===== config.mk =====
export PLATFORM = sky130hd
export DESIGN_NAME = ne_window_detector
export DESIGN_NICKNAME = d
export VERILOG_FILES = /design/src/rtl/ne_window_detector.sv
export SDC_FILE = /design/constraint.sdc
export NUM_CORES = 1
export LEC_CHECK = 0
export ABC_CLOCK_PERIOD_IN_PS = 4200
export CAP_MARGIN = 20
export CELL_PAD_IN_SITES_DETAIL_PLACEMENT = 0
export CELL_PAD_IN_SITES_GLOBAL_PLACEMENT = 1
export CORE_MARGIN = 4
export CORE_UTILIZATION = 37
export DETAILED_ROUTE_END_ITERATION = 16
export PLACE_DENSITY = 0.89
export SLEW_MARGIN = 20
export SYNTH_ARGS = -nofsm -noshare
export SYNTH_HDL_FRONTEND = slang
export SYNTH_SLANG_ARGS = --single-unit

===== constraint.sdc =====
create_clock -name clk -period 4.2 [get_ports clk]
set_input_delay 0.84 -clock clk [delete_from_list [all_inputs] [get_ports clk]]
set_output_delay 0.84 -clock clk [all_outputs]
set_load 0.01 [all_outputs]

===== src/rtl/ne_window_detector.sv =====
// Windowed mean of the NE sample stream plus a hysteresis alarm on that mean.
// Optional macro NE_ABS_EN: accumulate |din| (most-negative saturates) instead of raw din.
module ne_window_detector #(
    parameter int input_width = 32,
    parameter int win_log2    = 4,
    parameter int hold_cnt    = 3
) (
    input  logic                          clk,
    input  logic                          rst,
    input  logic                          en,
    input  logic signed [input_width:0]   din,
    input  logic                          din_valid,
    input  logic signed [input_width:0]   threshold,
    output logic signed [input_width:0]   dout,
    output logic                          data_valid,
    output logic                          detect,
    output logic [1:0]                    o_dbg_state
);

    localparam int DW = input_width + 1;
    localparam int AW = DW + win_log2;
    localparam logic [3:0] HOLD = 4'(hold_cnt);

    typedef enum logic [1:0] {
        QUIET   = 2'd0,
        PENDING = 2'd1,
        ALARM   = 2'd2,
        RELEASE = 2'd3
    } state_t;

    state_t                r_state;
    logic [3:0]            r_run;
    logic signed [AW-1:0]  r_acc;
    logic [win_log2-1:0]   r_cnt;
    logic signed [DW-1:0]  r_dout;
    logic                  r_dv;
    logic                  r_detect;

    logic signed [DW-1:0]  w_sample;
    logic signed [AW-1:0]  w_sum;
    logic signed [DW-1:0]  w_mean;
    logic                  w_accept;
    logic                  w_last;
    logic                  w_above;
    logic [3:0]            w_run_inc;

`ifdef NE_ABS_EN
    // Negating the most-negative value would wrap, so clamp it to the largest positive.
    always_comb begin
        w_sample = din;
        if (din == {1'b1, {(DW-1){1'b0}}})
            w_sample = {1'b0, {(DW-1){1'b1}}};
        else if (din[DW-1])
            w_sample = -din;
    end
`else
    assign w_sample = din;
`endif

    assign w_accept  = en && din_valid;
    assign w_last    = &r_cnt;
    assign w_sum     = r_acc + {{win_log2{w_sample[DW-1]}}, w_sample};
    // Dropping the low win_log2 bits of a signed sum is an arithmetic shift (floor).
    assign w_mean    = w_sum[AW-1:win_log2];
    assign w_above   = (w_mean > threshold);
    assign w_run_inc = r_run + 4'd1;

    always_ff @(posedge clk or posedge rst) begin
        if (rst) begin
            r_state  <= QUIET;
            r_run    <= 4'd0;
            r_acc    <= '0;
            r_cnt    <= '0;
            r_dout   <= '0;
            r_dv     <= 1'b0;
            r_detect <= 1'b0;
        end else begin
            r_dv <= 1'b0;
            if (w_accept) begin
                r_cnt <= r_cnt + 1'b1;
                if (!w_last) begin
                    r_acc <= w_sum;
                end else begin
                    r_acc  <= '0;
                    r_dout <= w_mean;
                    r_dv   <= 1'b1;
                    case (r_state)
                        QUIET: begin
                            if (w_above) begin
                                if (HOLD == 4'd1) begin
                                    r_state  <= ALARM;
                                    r_detect <= 1'b1;
                                    r_run    <= 4'd0;
                                end else begin
                                    r_state <= PENDING;
                                    r_run   <= 4'd1;
                                end
                            end
                        end
                        PENDING: begin
                            if (!w_above) begin
                                r_state <= QUIET;
                                r_run   <= 4'd0;
                            end else if (w_run_inc >= HOLD) begin
                                r_state  <= ALARM;
                                r_detect <= 1'b1;
                                r_run    <= 4'd0;
                            end else begin
                                r_run <= w_run_inc;
                            end
                        end
                        ALARM: begin
                            if (w_above) begin
                                r_run <= 4'd0;
                            end else if (HOLD == 4'd1) begin
                                r_state  <= QUIET;
                                r_detect <= 1'b0;
                                r_run    <= 4'd0;
                            end else begin
                                r_state <= RELEASE;
                                r_run   <= 4'd1;
                            end
                        end
                        RELEASE: begin
                            if (w_above) begin
                                r_state <= ALARM;
                                r_run   <= 4'd0;
                            end else if (w_run_inc >= HOLD) begin
                                r_state  <= QUIET;
                                r_detect <= 1'b0;
                                r_run    <= 4'd0;
                            end else begin
                                r_run <= w_run_inc;
                            end
                        end
                        default: begin
                            r_state <= QUIET;
                            r_run   <= 4'd0;
                        end
                    endcase
                end
            end
        end
    end

    assign dout        = r_dout;
    assign data_valid  = r_dv;
    assign detect      = r_detect;
    assign o_dbg_state = r_state;

endmodule


## Yosys cells after proc, flatten, opt, wreduce, memory -nomap -nowiden

Cells that the tools add are included.

- Bits of input ports: 70
- Flip-flop bits (word level): 82
- Output and inout port bits: 37
- Logic and storage cells: 52

- Magnitude comparators: 2
- Muxes and demuxes: 21
- Reduce and logical (&&, ||, !) cells: 8
- Equality and inequality tests: 11
- $add $sub $neg: 3

Operators by type and width:

| cell | number |
|---|---|
| 37-bit adder | 1 |
| 37-bit two-way mux | 1 |
| 33-bit > comparator | 1 |
| 4-bit two-way mux | 4 |
| 4-bit case mux with 4 select lines | 1 |
| 2-bit two-way mux | 6 |
| 2-bit inequality test, second input constant | 6 |
| 10-bit AND reduction | 1 |
| 9-bit AND reduction | 1 |
| 4-bit by 1-bit adder with 4-bit output, second input constant | 2 |
| 2-bit case mux with 4 select lines | 1 |
| 1-bit two-way mux | 7 |
| 3-bit inequality test, second input constant | 2 |
| 6-bit AND reduction | 1 |
| 5-bit AND reduction | 1 |
| 2-bit equality test, second input constant | 2 |
| 4-bit by 2-bit greater-or-equal comparator with 1-bit output, second input constant | 1 |
| 4-bit AND reduction | 1 |
| 2-bit by 1-bit equality test with 1-bit output, second input constant | 1 |
| 2-bit logical NOT | 1 |
| 1-bit case mux with 2 select lines | 1 |
| 2-bit nonzero test | 1 |
| 1-bit logical AND | 1 |

## Longest topological paths before layout

Gate-level depths: netlist of the first run.

- Word-level depth: 5
- Gate-level depth with buffers: 23
- Mapped depth without buffers: 22

## Worst setup path before layout of the first run

No wires, ideal clock.

- Kind: input-to-reg
- Start: input din[0]
- End: register r_run[0]
- Buffers on the path: 1
- Cell stages on the path: 21
- Slack: -473 ps
- Library setup time: 77 ps
- Required time: 4,123 ps
- Data arrival time: 4,596 ps
- Cell sequence: ha_1 > inv_1 > fa_1 > nor2b_4 > o31ai_4 > a31oi_2 > o21a_4 > a21bo_4 > a21oi_2 > o41ai_2 > xor2_1 > ha_1 > nand4_1 > nor4_1 > nand2_1 > o221ai_1 > o21ai_0 > a31o_2 > buf_2 > a32o_1 > a21oi_1

- Word-level cells in the longest chain between the ends: 4
- Elaborated cells between the ends (all ways): 8
- Classes of those cells: add/sub (1); order compare (1); eq/ne (1); mux (4); reduce/logical (1)

RTL lines:

| what | line | RTL |
|---|---|---|
| from (decl) | 11 | `input logic signed [input_width:0] din,` |
| 37-bit adder * | 62 | `assign w_sum = r_acc + {{win_log2{w_sample[DW-1]}}, w_sample};` |
| named net w_sum[34] | 40 | `logic signed [AW-1:0] w_sum;` |
| 33-bit > comparator * | 65 | `assign w_above = (w_mean > threshold);` |
| 2-bit inequality test (no source line), or another cell as far along | -- |  |
| 6-bit AND reduction (no source line) / 4-bit case mux with 4 select lines (equally long branches) | -- |  |
| to (signal assigned) | 109 | `r_run <= w_run_inc;` |
| to (signal assigned) | 133 | `r_run <= w_run_inc;` |
| to (decl) | 32 | `logic [3:0] r_run;` |

The timed path passes the listed nets; every way through them passes the cells marked *.
A chain may end at the register's enable or synchronous reset.

## Worst setup path after layout of the first run

- Start: input din[15]
- End: register r_run[0]

The elaborated chain is that of the path after synthesis.

==> run metrics, run 1 <==
post-synthesis async set-or-reset flop share=1.00; Peak Freq=~220 MHz; commonest non-fill, non-tap cell in the layout=buf_4; critical path arrival=4.74 ns; Least-Margin Pin Slew=0.941 ns; io pins=107; RSZ-0062 raised after global routing=yes; Total Nets Final=1064; Slew Viols, Final=0; top fanout value on the critical path=5; CP Capture Type=flip-flop; sw frac=0.404; CP Cell Sequence=dlygate4sd2_1, ha_4, a21oi_2, o21ai_2, a221o_1, a21o_1, a41o_4, a211oi_4, o21ai_1, xor2_1, ha_1, nand4_1, nor4_2, nand2_2, o221ai_4, o21ai_2, a31o_4, a32o_1, a21oi_1; Pre-Repair DR Iteration Count=4; first-pass GRT wire length=29.8 mm; Net Count, Synth=784; Max Cap Viol=0; placed cells=1074; Starting Density=0.376; die width=135 um; Mapped Cells=about 640; Detail Placement HPWL=13.6 mm; TNS Setup=-1.53 ns; crit path time final=between 4 and 5 ns; proportion of layout cells with a drive suffix above 1=0.354; Die H=135 um; CTS HTree Levels=3; Core Region=about 0.016 sq mm; WS Path Type=in2reg; max incr delay on CP=approximately 0.31 ns; register bit total from synthesis=82; Net Sw Power=0.00315 W; Hold Slack=approximately 0.47 ns; Cell Pwr Density=824 mW/mm^2; Area Overhead vs Synth=58.8%; clock share of power=0.094; clock slew at reported path FFs=0.06 ns; Final Worst Setup Slack=-0.266 ns; TritonCTS clock tree=done; total global routing overflow=0; top_reg_cell synth=dfrtp_1; Buffers on Ports=106; Rel. slew slack=0.369; initial DRC count=235; FF-to-FF setup slack=-0.11 ns; Final Core Density=0.597; Final Non-Filler Cells=1142; Buf/Inv on CP=1; # DRC=0; Post-Synth XOR/XNOR Area=0.0471; combinational share of power=0.736; Startpoint Class=input pin; sequential share of the synthesized area=0.345; most frequent cells in the layout=179 x buf_4, 90 x nand2_1, 82 x dfrtp_1, 82 x clkdlybuf4s50_1, 49 x ha_1; worst skew pair latency=0.35 ns; mapped cell area=0.00595 sq mm; vias in the first global route=6073; most used cell, CP=o21ai_2; initial antenna violation count=0; Crit path required time=4.48 ns; final wirelength=19.1 mm; Post-synth EDFFs=0; post-synthesis mux area share=0.0370; Simple-Gate Fraction of Synth Area=0.144; Antenna Nets Post-Route=0; slowest CP cell=a221o_1; CP delay by family, top=compound AO/OA/AOI/OAI gates; vias per cell=a little over 5; Post-Route Skew=0.00713 ns; total CTS buffers=9; Synth cell types=67; CTS Sinks=between 80 and 90; routed vias=5859; compound-cell area share of the yosys netlist=0.229; total track usage=0.206; Internal=0.00463 W; Avg Cell Area, Syn=9.28 sq um; WL/cell=~17 um; CTS root buffer=clkbuf_16; main combinational cell family by area after synthesis=compound AO/OA/AOI/OAI gates; Final Hold Vio Count=0; Total Power=0.00778 W; CTS max path bufs=2; failing checks=setup timing; post-route clock period utilization=1.06; number of diodes=0; worst hold path class=reg2reg; part of the power in registers=0.170; routability cong.=0.888; Die ar.=0.0182 sq mm; post-synthesis adder-cell area fraction=0.155; Leak=4.64 nW; maximum vdd drop=about 340 uV; std cell rows=46; largest net degree at the start of global routing=40; final setup fails=7; Ys Warns=0; status=finished with violations
-- metal layers --
metal / GRT usage / vias to the layer above / routed length, um
met5: 0 / - / 0
met4: 0.107 / 0 / 720
met3: 0.0265 / 43 / 662
met2: 0.357 / 132 / 9720
met1: 0.251 / 2810 / 8040
li1: - / 2874 / -
-- synth_stat cells, drive strengths merged, types with 2 or more instances --
library cell | instances | area share
ha | 72 | 0.15
nand2b | 6 | 0.0063
a31oi | 7 | 0.0084
nor2 | 26 | 0.016
xnor2 | 19 | 0.028
or2 | 3 | 0.0032
a211o | 2 | 0.0029
a21oi | 33 | 0.030
a21o | 38 | 0.048
dfrtp | 82 | 0.35
nand3 | 11 | 0.0093
nand2 | 93 | 0.059
clkbuf | 18 | 0.011
and2 | 7 | 0.0076
buf | 2 | 0.0015
and4 | 2 | 0.0029
nor4b | 2 | 0.0029
o21a | 7 | 0.010
a22o | 31 | 0.046
o211ai | 3 | 0.0038
a211oi | 5 | 0.0080
mux2 | 16 | 0.030
inv | 46 | 0.029
o221ai | 2 | 0.0029
nor3 | 5 | 0.0042
a21bo | 2 | 0.0044
mux2i | 4 | 0.0067
a221o | 2 | 0.0034
o21ai | 28 | 0.024
nand4 | 15 | 0.016
nor2b | 4 | 0.0055
a31o | 3 | 0.0044
nor4 | 2 | 0.0021
a21boi | 3 | 0.0044
o211a | 2 | 0.0034
and3 | 6 | 0.0067
o31ai | 3 | 0.0061
xor2 | 13 | 0.019
-- flip-flops by register name, indices dropped and copies added (netlist names), named ones only --
signal and count:
detect 1, o_dbg_state 1, r_acc 37, r_cnt 4, dout 33, r_run 4, data_valid 1
-- final cells by class --
type / instances / area, sq um
Tap cell: 216 / 270
Timing Repair Buffer: 288 / 2390
Sequential cell: 82 / 2050
Multi-Input combinational cell: 493 / 4290
Clock inverter: 5 / 30.0
Clock buffer: 11 / 243
Inverter: 47 / 178
Fill cell: 1319 / 6380
-- power groups by stage --
stage,clock network [W],logic (W),registers [W]
floorplan,0,0.00260,0.00129
global placement,0,0.00453,0.00129
detailed placement,0,0.00460,0.00129
CTS,0.000751,0.00504,0.00131
global route,0.000782,0.00625,0.00136
finish,0.000734,0.00573,0.00132
-- tightest hold or removal path, cell delays in order (launching register included) --
cell and delay, ns:
dfrtp_1 0.34, nand2_1 0.05, nand2_1 0.05
-- logic make-up after synthesis --
group           count (synthesis)
mux                            20
compound gates                183
simple gates                  184
fa+ha+maj                      73
buf+inv                        67
xor+xnor                       32
flops                          82
-- metrics by stage --
stage | instance area, sq um | worst slack [ns]
global placement | 8320 | -0.952
CTS | 9020 | -0.292
detailed placement | 8320 | -0.991
floorplan | 6080 | -0.180
finish | 9450 | -0.266
global route | 9450 | -0.430
-- what timing repair did --
item,CTS,global route
hold endpoints to repair,0,0
pin swaps,61,73
buffers inserted,30,22
hold buffers,0,0
cloned,1,0
resized for setup,77,67
setup endpoints to repair,7,7
-- worst paths after layout --
| kind | endpoint | depth (start not counted) | from |
|---|---|---|---|
| worst max-delay path | r_run[0] | 19 | din[15] |
| worst min-delay path | dout[3] | 2 | dout[3] |
| worst max register to register | r_run[0] | 19 | r_acc[10] |
| worst min register to register | dout[3] | 2 | dout[3] |
| max in group asynchronous | dout[32] | 3 | rst |
| min in group asynchronous | r_acc[0] | 2 | rst |
No activity file was read; power rests on OpenSTA's default activity.
==> run 2, diff against run 1 <==
CELL_PAD_IN_SITES_GLOBAL_PLACEMENT = 2   (was 1)
CORE_UTILIZATION = 30   (was 37)
==> run metrics, run 2 (same netlist as run 1, synthesis figures left out) <==
TritonCTS clock tree=done; Worst Hold Launch=dout[3]; M1 WL=8.82 mm (+9.7%); WS Path Type=in2reg; io pins=107 (unchanged); top layer reached by signal wires=met4; status=finished with violations; WL/cell=16.7 um (-0.44%); proportion of layout cells with a drive suffix above 1=0.341 (-0.0136); Core Region=0.0195 sq mm (+23%); Die H=149 um (+10%); CTS Sinks=82 (unchanged); Antenna Nets Post-Route=0 (unchanged); CP Cell Sequence=dlygate4sd2_1, ha_4, a21oi_1, o21ai_2, a21o_1, a31o_4, a41o_4, a211oi_4, buf_6, xnor2_4, ha_4, nand4_1, nor4_4, nand2_1, o221ai_2, o21ai_2, a31o_4, a32o_1, a21oi_1; die width=149 um (+10%); Detail Placement HPWL=14.4 mm (+6.2%); total global routing overflow=0 (unchanged); Total Power=0.00769 W (-1.2%); worst skew pair latency=0.36 ns (about the same); Peak Freq=226 MHz (+1.1%); reg2reg start=r_acc[0]; CTS HTree Levels=3 (unchanged); critical path arrival=4.71 ns (-0.03 ns); CP delay by family, top=compound AO/OA/AOI/OAI gates; initial DRC count=256 (+8.9%); top fanout value on the critical path=5 (unchanged); Post-Route Skew=0.0118 ns (+0.00468 ns); Final Non-Filler Cells=1178 (+3.2%); vias per cell=4.84 (-5.7%); Buffers on Ports=106 (unchanged); total track usage=0.177 (-0.0297); vias in the first global route=5884 (-3.1%); initial antenna violation count=0 (unchanged); CTS max path bufs=2 (unchanged); # DRC=0 (unchanged); RSZ-0062 raised after global routing=yes; first-pass GRT wire length=30.6 mm (+2.8%); routability cong.=0.890 (+0.14%); Die ar.=0.0221 sq mm (+22%); Final Hold Vio Count=0 (unchanged); Max Cap Viol=0 (unchanged); Pre-Repair DR Iteration Count=5 (+1); post-route clock period utilization=1.05 (-0.0120); routed vias=5697 (-2.8%); total CTS buffers=9 (unchanged); Cell Pwr Density=807 mW/mm^2 (-2.0%); maximum vdd drop=283 uV (-17%); std cell rows=51 (+11%); Most flops, register=r_acc; Startpoint Class=input pin; slowest CP cell=nor4_4; clock slew at reported path FFs=0.07 ns (about the same); CTS root buffer=clkbuf_16; pre-CTS WS=-1.13 ns (-0.140 ns); number of diodes=0 (unchanged); Starting Density=0.306 (-0.0702); Slew Viols, Final=0 (unchanged); most frequent cells in the layout=164 x buf_4, 91 x nand2_1, 82 x dfrtp_1; max incr delay on CP=0.34 ns (+0.03 ns); CP Launch Point=din[6]; max reg flops=37 (unchanged); Rel. slew slack=0.430 (+0.0615); crit path time final=4.42 ns (-0.0506 ns); commonest non-fill, non-tap cell in the layout=buf_4; worst hold path class=reg2reg; largest net degree at the start of global routing=39 (-2.5%); DR WL met2=9.85 mm (+1.3%); Area Overhead vs Synth=60.1%; Final Worst Setup Slack=-0.216 ns (+0.0506 ns); fillcell total=1786 (+35%); CP Capture Type=flip-flop; TNS Setup=-1.29 ns (+0.242 ns); final setup fails=7 (unchanged); Total Nets Final=1051 (-1.2%); placed cells=1125 (+4.7%); Hold Slack=0.472 ns (+0.000602 ns); Leak=4.61 nW (-0.57%); failing checks=setup timing; Buf/Inv on CP=2 (+1); routed wl met3=633 um (-4.4%); Least-Margin Pin Slew=0.849 ns (-0.0917 ns); final wirelength=19.7 mm (+2.7%); Crit path required time=4.49 ns (about the same)
==> run 2: cell count changes in the layout (fill, tap and decap cells not counted), moves of 3 or more <==
cell	delta
inv_6	+3
a21oi_4	+4
buf_4	-15
ha_1	-3
ha_4	+5
a21oi_2	-6
==> run 2: what timing repair did <==
action,in CTS,in global routing
setup endpoints to repair,7,7
setup buffers,12,24
cloned,1,0
pin swaps,51,73
hold buffers,0,0
resized for setup,80,69
==> run 2: final timing paths <==
| path | to | slack [ns] | cells past startpoint |
|---|---|---|---|
| worst min register to register | dout[3] | 0.47 | 2 |
| worst max register to register | r_run[0] | -0.03 | 21 |
| worst max-delay path | r_run[0] | -0.22 | 19 |
| worst min-delay path | dout[3] | 0.47 | 2 |
| min in group asynchronous | dout[0] | 0.86 | 2 |
| max in group asynchronous | dout[8] | 2.56 | 3 |
==> run 2: area by class of cell <==
type	instances	area, sq um	share of cell area
multi-input combinational	493	4350	0.457
inverter	47	178	0.0187
clock inverter	7	76.3	0.00802
clock buffer	9	225	0.0237
tap	265	332	0.0348
timing repair buffer	275	2310	0.242
sequential	82	2050	0.216
==> run 2: through the flow <==
step                utilization  instance area [sq um]
CTS                       0.467                   9080
global placement          0.432                   8410
finish                    0.489                   9520
floorplan                     -                   6080
detailed placement        0.432                   8410
global route              0.489                   9520
==> run 2: metal layers <==
| layer | track usage | up-vias |
|---|---|---|
| met5 | 0 | - |
| met4 | 0.0554 | 0 |
| met3 | 0.0252 | 22 |
| met2 | 0.309 | 112 |
| met1 | 0.225 | 2710 |
| li1 | - | 2853 |
==> run 2: worst min-delay path, cell delays in order, from the launching register on <==
cell	delay [ns]
dfrtp_1	0.34
nand2_1	0.05
nand2_1	0.05
==> run 2: power by group <==
group	switching, W	internal (W)	leakage, nW
Sequential	0.000252	0.00108	1.05
Combinational	0.00253	0.00300	3.42
Clock	0.000360	0.000466	0.143
